===== src/rtl/pipe_skid_reg_pkg.sv =====
// Shared pipeline package: skid-register state encoding, default payload and
// counter widths, and the state-to-occupancy mapping.
package pipe_skid_reg_pkg;

    localparam int unsigned DEF_DATA_W = 32;
    localparam int unsigned DEF_CTRL_W = 6;
    localparam int unsigned DEF_CNT_W  = 16;

    typedef enum logic [1:0] {
        ST_EMPTY = 2'd0,
        ST_ONE   = 2'd1,
        ST_TWO   = 2'd2
    } skid_state_e;

    function automatic logic [1:0] occ_of(input skid_state_e s);
        logic [1:0] occ;
        case (s)
            ST_EMPTY: occ = 2'd0;
            ST_ONE:   occ = 2'd1;
            ST_TWO:   occ = 2'd2;
            default:  occ = 2'd0;
        endcase
        return occ;
    endfunction

endpackage


===== src/rtl/pipe_skid_reg_sat_counter.sv =====
// Saturating event counter: counts one per enabled cycle and sticks at all-ones.
module sat_counter #(
    parameter int unsigned W = 16
) (
    input  logic         clk,
    input  logic         reset,
    input  logic         inc_i,
    output logic [W-1:0] cnt_o
);

    localparam logic [W-1:0] CNT_ONE = {{(W-1){1'b0}}, 1'b1};
    localparam logic [W-1:0] CNT_MAX = {W{1'b1}};

    logic [W-1:0] cnt_q;
    logic [W-1:0] cnt_d;

    // Next count: increment unless already saturated.
    always_comb begin
        cnt_d = cnt_q;
        if (inc_i && (cnt_q != CNT_MAX)) begin
            cnt_d = cnt_q + CNT_ONE;
        end else begin
            cnt_d = cnt_q;
        end
    end

    // Count register.
    always_ff @(posedge clk or negedge reset) begin
        if (!reset) begin
            cnt_q <= {W{1'b0}};
        end else begin
            cnt_q <= cnt_d;
        end
    end

    assign cnt_o = cnt_q;

endmodule


===== src/rtl/pipe_skid_reg.sv =====
// Two-entry skid pipeline register (main + skid) with flush, bubble-safe
// control output and saturating bubble/stall performance counters.
module pipe_skid_reg
    import pipe_skid_reg_pkg::*;
#(
    parameter int unsigned DATA_W = DEF_DATA_W,
    parameter int unsigned CTRL_W = DEF_CTRL_W,
    parameter int unsigned CNT_W  = DEF_CNT_W
) (
    input  logic              clk,
    input  logic              reset,
    input  logic              in_valid,
    output logic              in_ready,
    input  logic [DATA_W-1:0] in_data,
    input  logic [CTRL_W-1:0] in_ctrl,
    input  logic              flush,
    output logic              out_valid,
    input  logic              out_ready,
    output logic [DATA_W-1:0] out_data,
    output logic [CTRL_W-1:0] out_ctrl,
    output logic [1:0]        occupancy,
    output logic [CNT_W-1:0]  bubble_cnt,
    output logic [CNT_W-1:0]  stall_cnt
);

    skid_state_e       state_q, state_d;
    logic [DATA_W-1:0] main_data_q, main_data_d;
    logic [CTRL_W-1:0] main_ctrl_q, main_ctrl_d;
    logic [DATA_W-1:0] skid_data_q, skid_data_d;
    logic [CTRL_W-1:0] skid_ctrl_q, skid_ctrl_d;
    logic [1:0]        occ_q, occ_d;

    logic in_xfer_s;
    logic out_xfer_s;
    logic bubble_inc_s;
    logic stall_inc_s;

    // in_ready is gated by reset so nothing is offered as accepted while held in reset.
    assign in_ready   = reset & (state_q != ST_TWO) & ~flush;
    assign out_valid  = (state_q != ST_EMPTY);
    assign in_xfer_s  = in_valid & in_ready;
    assign out_xfer_s = out_valid & out_ready;

    // Next-state and entry-update logic; flush overrides every transition.
    always_comb begin
        state_d     = state_q;
        main_data_d = main_data_q;
        main_ctrl_d = main_ctrl_q;
        skid_data_d = skid_data_q;
        skid_ctrl_d = skid_ctrl_q;
        case (state_q)
            ST_EMPTY: begin
                if (in_xfer_s) begin
                    main_data_d = in_data;
                    main_ctrl_d = in_ctrl;
                    state_d     = ST_ONE;
                end else begin
                    state_d     = ST_EMPTY;
                end
            end
            ST_ONE: begin
                if (in_xfer_s && out_xfer_s) begin
                    main_data_d = in_data;
                    main_ctrl_d = in_ctrl;
                    state_d     = ST_ONE;
                end else if (in_xfer_s) begin
                    skid_data_d = in_data;
                    skid_ctrl_d = in_ctrl;
                    state_d     = ST_TWO;
                end else if (out_xfer_s) begin
                    state_d     = ST_EMPTY;
                end else begin
                    state_d     = ST_ONE;
                end
            end
            ST_TWO: begin
                // Skid drains into main, keeping arrival order.
                if (out_xfer_s) begin
                    main_data_d = skid_data_q;
                    main_ctrl_d = skid_ctrl_q;
                    state_d     = ST_ONE;
                end else begin
                    state_d     = ST_TWO;
                end
            end
            default: begin
                state_d     = ST_EMPTY;
                main_ctrl_d = {CTRL_W{1'b0}};
                skid_ctrl_d = {CTRL_W{1'b0}};
            end
        endcase
        if (flush) begin
            state_d     = ST_EMPTY;
            main_ctrl_d = {CTRL_W{1'b0}};
            skid_ctrl_d = {CTRL_W{1'b0}};
        end else begin
            state_d     = state_d;
        end
        occ_d = occ_of(state_d);
    end

    // State, occupancy and entry registers.
    always_ff @(posedge clk or negedge reset) begin
        if (!reset) begin
            state_q     <= ST_EMPTY;
            occ_q       <= 2'd0;
            main_data_q <= {DATA_W{1'b0}};
            main_ctrl_q <= {CTRL_W{1'b0}};
            skid_data_q <= {DATA_W{1'b0}};
            skid_ctrl_q <= {CTRL_W{1'b0}};
        end else begin
            state_q     <= state_d;
            occ_q       <= occ_d;
            main_data_q <= main_data_d;
            main_ctrl_q <= main_ctrl_d;
            skid_data_q <= skid_data_d;
            skid_ctrl_q <= skid_ctrl_d;
        end
    end

    // Control is masked on bubbles so no stale enable reaches the next stage.
    assign out_ctrl  = out_valid ? main_ctrl_q : {CTRL_W{1'b0}};
    assign out_data  = main_data_q;
    assign occupancy = occ_q;

    assign bubble_inc_s = ~out_valid;
    assign stall_inc_s  = out_valid & ~out_ready;

    sat_counter #(.W(CNT_W)) u_bubble_cnt (
        .clk   (clk),
        .reset (reset),
        .inc_i (bubble_inc_s),
        .cnt_o (bubble_cnt)
    );

    sat_counter #(.W(CNT_W)) u_stall_cnt (
        .clk   (clk),
        .reset (reset),
        .inc_i (stall_inc_s),
        .cnt_o (stall_cnt)
    );

endmodule

===== config.mk =====
export PLATFORM = sky130hd
export DESIGN_NAME = pipe_skid_reg
export DESIGN_NICKNAME = d
export VERILOG_FILES = /design/src/rtl/pipe_skid_reg_pkg.sv /design/src/rtl/pipe_skid_reg_sat_counter.sv /design/src/rtl/pipe_skid_reg.sv
export SDC_FILE = /design/constraint.sdc
export NUM_CORES = 1
export LEC_CHECK = 0
export CAP_MARGIN = 10
export CORE_MARGIN = 10
export CORE_UTILIZATION = 40
export CTS_BUF_LIST = sky130_fd_sc_hd__clkbuf_16
export DETAILED_ROUTE_END_ITERATION = 8
export GPL_ROUTABILITY_DRIVEN = 1
export PLACE_DENSITY = 0.68
export SYNTH_ARGS = -nofsm -noshare
export SYNTH_HDL_FRONTEND = slang
export SYNTH_SLANG_ARGS = --single-unit

===== constraint.sdc =====
create_clock -name clk -period 2.5 [get_ports clk]
set_input_delay 0.5 -clock clk [delete_from_list [all_inputs] [get_ports clk]]
set_output_delay 0.5 -clock clk [all_outputs]
set_load 0.05 [all_outputs]

==> results of run 1 <==
worst max path at each step:
stage | start | end | slack, ns | depth (start not counted)
final | state_q[0] | in_ready | 0.23 | 4
after global routing | state_q[0] | in_ready | 0.12 | 4
after CTS | state_q[0] | in_ready | 0.20 | 4
after detailed placement | flush | out_data[9] | -0.12 | 7
after global placement | flush | out_data[10] | -0.06 | 7
after floorplan | state_q[0] | out_data[0] | 0.05 | 11
cell type report:
cell class / instances / area (um^2)
Timing Repair Buffer: 135 / 1390
Sequential cell: 112 / 2800
Clock buffer: 9 / 225
Tap cell: 176 / 220
Clock inverter: 7 / 46.3
Multi-Input combinational cell: 340 / 2500
Fill cell: 1166 / 6110
Inverter: 11 / 41.3
flip-flops by register name, indices dropped and copies added (netlist names):
| signal | flops |
|---|---|
| main_ctrl_q | 6 |
| skid_data_q | 32 |
| occupancy | 2 |
| state_q | 2 |
| u_bubble_cnt.cnt_o | 16 |
| u_stall_cnt.cnt_o | 16 |
| out_data | 32 |
| skid_ctrl_q | 6 |
cell usage in the layout, fill, tap and decap left out, types with 2 or more instances in the layout:
| cell | n |
|---|---|
| a21oi_1 | 7 |
| nor4_4 | 2 |
| nand4_1 | 6 |
| nand3b_1 | 7 |
| inv_6 | 2 |
| ha_1 | 4 |
| o32ai_1 | 6 |
| mux2_4 | 30 |
| a31oi_1 | 12 |
| and3_1 | 8 |
| mux2_2 | 40 |
| clkbuf_16 | 9 |
| nor3b_1 | 2 |
| nand2b_1 | 7 |
| or2_2 | 2 |
| xor2_1 | 4 |
| nand2_1 | 105 |
| nor3_1 | 3 |
| o21ai_1 | 2 |
| o21ai_0 | 2 |
| buf_12 | 9 |
| a311oi_1 | 6 |
| o211ai_1 | 3 |
| dfrtp_1 | 112 |
| xnor2_1 | 12 |
| mux2i_1 | 2 |
| a41oi_1 | 2 |
| and4_1 | 2 |
| nor2_1 | 21 |
| buf_4 | 19 |
| clkdlybuf4s50_1 | 107 |
| nand3_1 | 14 |
| inv_1 | 11 |
| nor2b_1 | 6 |
per-layer routing:
metal	vias up	routed length, um	share of wire, %	global-route usage [%]
met4	0	349	2.7	6.91
met3	25	685	5.2	3.41
met2	88	6660	51	24.5
met5	-	0	0	0
li1	1950	-	-	-
met1	1982	5460	41	16.5
power groups by stage:
stage	combinational (mW)	clock, mW	sequential (mW)
floorplan	0.583	0	3.17
global placement	2.00	0	2.46
detailed placement	2.04	0	2.47
CTS	2.05	1.38	2.44
global route	2.13	1.44	2.50
finish	2.01	1.33	2.45
through the flow:
| step | total power [mW] | instances | cell area [um^2] |
|---|---|---|---|
| after CTS | 5.87 | 790 | 7230 |
| after floorplan | 3.75 | 490 | 5480 |
| after global placement | 4.47 | 774 | 6960 |
| after global routing | 6.07 | 790 | 7230 |
| after detailed placement | 4.52 | 774 | 6960 |
| final | 5.79 | 790 | 7230 |
logic make-up after synthesis:
family / share of synthesized area [%]
buf+inv: 3.56
fa+ha+maj: 0.914
mux: 17.0
flops: 51.2
xor+xnor: 2.56
simple gates: 18.5
compound gates: 6.26
critical path: stages (launching register included):
cell	delay, ns
dfrtp_1	0.47
buf_4	0.26
nor2b_4	0.40
nor3b_2	0.08
buf_4	0.21
==> metrics.md, run 1 <==
| Metric | Value |
|---|---|
| Clock-pin slew on the worst setup and hold paths | around 0.070 ns |
| CTS tree | done |
| Die Area | 18800 um^2 |
| # hold bufs at CTS | 0 |
| Internal power | 3.66 mW |
| Synth cell count leaders | dfrtp_1, nand2_1, mux2_2 |
| Endpoint class of the critical path | primary output |
| Final setup fails | 0 |
| EDFF count, synth | 0 |
| Dpl ws | -0.116 ns |
| Port buffer count | 116 |
| Post-Syn Area | 5480 um^2 |
| Clock Root Buffer | clkbuf_16 |
| Worst slew pin tran | 0.724 ns |
| Largest net degree at the start of global routing | 60 |
| Worst r2r src | state_q[0] |
| Synth top area cells | dfrtp_1, mux2_2, mux2_4 |
| R2R setup slack | approximately 0.24 ns |
| Leakage power | 3.31 nW |
| Crit path required time | 2.00 ns |
| Final WL | 13200 um |
| DRC viols | 0 |
| Clock share of power | 23.0% |
| Setup bufs post-CTS | 0 |
| Crit-path max FO | 24 |
| Period utilization | 90.7% |
| Initial antenna violation count | 0 |
| Final WS setup | between 0.2 and 0.25 ns |
| Primary FF master, synth | dfrtp_1 |
| Worst slew margin | 51.7% |
| Post-synthesis cell count | 490 |
| Post-synth ARST share | 100% |
| Setup_tns | 0 ns |
| Net Sw Frac | 36.8% |
| Yosys warns | 0 |
| Fmax | 0.441 GHz |
| Area share of the leading cell type in the synthesized netlist | roughly half |
| Combinational Power Share | 34.8% |
| Syn_nets | ~540 |
| Clock skew | 0.00453 ns |
| Crit path DAT | between 1.5 and 2 ns |
| Ant diodes | 0 |
| WL per Instance | roughly 17 um |
| Routed Antenna Nets | 0 |
| Die Wd | 137 um |
| Syn avg cell area | 11.2 um^2 |
| H-tree levels | 3 |
| Share of cells above drive strength 1 | 20.7% |
| CTS buffer count | 9 |
| Pre-antenna DRT Iters | 4 |
| Worst R2R End | out_data[10] |
| Initial core utilization | 41.0% |
| Detailed placement HPWL | about 9600 um |
| Core area | between 10000 and 15000 um^2 |
| Reg power frac | 42.2% |
| Gpl congestion | 0.825 |
| CTS max path bufs | 2 |
| Max-cap violations | 0 |
| Post-layout net count | 656 |
| Leading area contributor after synthesis | dfrtp_1 |
| Worst VDD drop | slightly above 0.4 mV |
| Top Ports | 117 |
| GR Overflow Total | 0 |
| Hold Vio Cnt, Final | 0 |
| Finished Core Util | 54.2% |
| Most frequent cell after synthesis | dfrtp_1 |
| Sequential cell area fraction in the yosys report | 51.2% |
| Global-route wire length before repair | 21700 um |
| Total number of vias | roughly 4000 |
| WS Path Type | reg2out |
| Vias/cell | slightly above 5 |
| Die Ht | 137 um |
| RSZ-0062 raised after global routing | false |
| Power per cell area | 801 nW/um^2 |
| Pins Over Slew Limit | 0 |
| Synthesized flop and latch total | 112 |
| P_sw | 2.13 mW |
| Total GRT Usage | 14.3% |
| Worst min path class | in2async |
| Row count | 42 |
| Post-route minimum period | between 2 and 2.5 ns |
| R2R cell count | 7 |
| Synth unique cells | 55 |
| Starting DRT DRC Count | 254 |
| Vias in the first global route | 4325 |
| CTS Sinks | approximately 110 |
| Min Hold Slack | between 0.3 and 0.4 ns |
| # resized after CTS | 0 |
| Outcome | finished clean |
| Worst skew pair latency | ~0.35 ns |
| Layout area overhead | 32.0% |
| Startpoint types | register |
(Power assumes the default switching activity.)
==> run 2: changes to the inputs <==
CORE_ASPECT_RATIO = 0.75   (was not set)
CTS_BUF_LIST = sky130_fd_sc_hd__clkbuf_8 sky130_fd_sc_hd__clkbuf_16   (was sky130_fd_sc_hd__clkbuf_16)
PLACE_DENSITY = 0.67   (was 0.68)
==> run 2 against run 1 <==
Against the previous run:
- via count shrank 1.3%
- register-to-register slack lost 0.03 ns
- final cell count shrank 1.0%
- core utilization grew 0.59 points
- clock skew grew 0.0025 ns
- largest cell class unchanged
- highest routed layer unchanged
==> metrics.md, run 2 (synthesized netlist as in run 1, its figures left out) <==
| Metric | Value |
|---|---|
| Outcome | finished clean |
| Met3 GRT Util | under 10% |
| Most common cell after layout, fill and taps aside | dfrtp_1 |
| Pins Over Slew Limit | 0 |
| RSZ-0062 raised after global routing | false |
| Die Ht | 121 um |
| Min Hold Slack | 0.324 ns |
| GRT met1 Usage | 18.6% |
| Clock-pin slew on the worst setup and hold paths | 0.07 ns |
| Core area | 13200 um^2 |
| Crit path DAT | 1.84 ns |
| Post-layout net count | between 600 and 700 |
| Grt met2 use | 22.7% |
| Starting DRT DRC Count | 154 |
| WS Path Type | reg2out |
| # hold bufs at CTS | 0 |
| Final setup fails | 0 |
| H-tree levels | 3 |
| Busiest metal layer after global routing | met2 |
| Startpoint types | register |
| Worst min path class | in2async |
| DRC viols | 0 |
| Gpl congestion | ~0.81 |
| Area of the multi-input gates | roughly 2500 um^2 |
| Vias/cell | 5.10 |
| Top Ports | 117 |
| Die Wd | roughly 160 um |
| Commonest non-fill, non-tap cells in the layout | dfrtp_1, clkdlybuf4s50_1, nand2_1 |
| GR Overflow Total | 0 |
| Row count | 36 |
| Final WL | ~13000 um |
| Crit-path max FO | 24 |
| Reg area | approximately 2800 um^2 |
| Die Area | 18800 um^2 |
| Hold Vio Cnt, Final | 0 |
| WL per Instance | 16.9 um |
| CTS tree | done |
| Layout area overhead | 32.0% |
| Total GRT Usage | between 10% and 20% |
| Share of cells above drive strength 1 | 20.6% |
| Fillers | 1141 |
| Worst skew pair latency | 0.34 ns |
| Post-route minimum period | between 2 and 2.5 ns |
| CTS Sinks | 112 |
| Port buffer count | 116 |
| Ant diodes | 0 |
| Detailed placement HPWL | 9580 um |
| Crit path required time | 2.00 ns |
| Leakage power | approximately 3.3 nW |
| Placed insts | 767 |
| Fmax | 0.427 GHz |
| Global-route wire length before repair | 22300 um |
| # resized after CTS | 0 |
| Clock skew | 0.00702 ns |
| Vias in the first global route | 4216 |
| CTS max path bufs | 2 |
| Initial core utilization | around two fifths |
| CTS buffer count | 9 |
| Largest net degree at the start of global routing | 59 |
| Pre-antenna DRT Iters | 4 |
| Setup bufs post-CTS | 0 |
| Period utilization | ~94% |
| Worst slew pin tran | around 0.7 ns |
| Max-cap violations | 0 |
| Fin cells | ~780 |
| Routed Antenna Nets | 0 |
| Clock Root Buffer | clkbuf_16 |
| Worst VDD drop | between 0.4 and 0.5 mV |
| Initial antenna violation count | 0 |
| Endpoint class of the critical path | primary output |
| Power per cell area | 808 nW/um^2 |
| Total number of vias | around 4000 |
| Worst slew margin | 51.9% |
run 2: changes by cell type in the layout (fill, tap and decap cells not counted):
cell        delta
buf_12         +1
buf_4          -3
clkbuf_8       +1
nor2b_4        -1
clkinv_1       -1
nor2b_2        +1
clkinv_2       -1
inv_8          +1
clkinvlp_4     +2
inv_1          -1
inv_6          -2
run 2: area by class of cell:
cell class / count / area share (%)
clock buffer: 10 / 3.31
sequential: 112 / 38.8
multi-input combinational: 340 / 34.6
inverter: 11 / 0.571
clock inverter: 5 / 0.588
timing repair buffer: 133 / 19.2
tap: 171 / 2.96
run 2: worst paths after layout:
| path | from | endpoint | slack, ns | cells past startpoint |
|---|---|---|---|---|
| hold reg to reg | skid_data_q[7] | skid_data_q[7] | 0.51 | 1 |
| setup / recovery | state_q[0] | in_ready | 0.16 | 5 |
| min in group clk | skid_data_q[7] | skid_data_q[7] | 0.51 | 1 |
| setup reg to reg | state_q[0] | out_data[10] | 0.21 | 7 |
| max in group asynchronous | reset | main_ctrl_q[0] | 0.96 | 3 |
| hold / removal | reset | skid_ctrl_q[2] | 0.32 | 2 |
run 2: power by group:
part / total [mW] / internal [mW] / switching, mW
logic: 2.03 / 0.827 / 1.20
registers: 2.44 / 2.16 / 0.280
clock network: 1.38 / 0.708 / 0.670
run 2: critical path: stages (launching register included):
cell	delay [ns]
dfrtp_1	0.48
buf_4	0.31
nor2b_2	0.11
buf_4	0.19
nor3b_2	0.24
buf_12	0.17
run 2: metal layers:
layer	wire length (um)	part of all wire [%]
met5	0	0
met1	6070	46
met3	633	4.8
met4	193	1.5
met2	6310	48
run 2: stage by stage:
stage / setup TNS, ns / power [mW] / cell area, um^2 / utilization [%] / setup WS [ns]
floorplan: 0 / 3.75 / 5480 / - / 0.0450
global placement: -1.31 / 4.46 / 6950 / 52.6 / -0.0784
detailed placement: -2.50 / 4.51 / 6950 / 52.6 / -0.116
CTS: 0 / 5.91 / 7230 / 54.8 / 0.132
global route: 0 / 6.13 / 7230 / 54.8 / 0.0383
finish: 0 / 5.84 / 7230 / 54.8 / 0.159
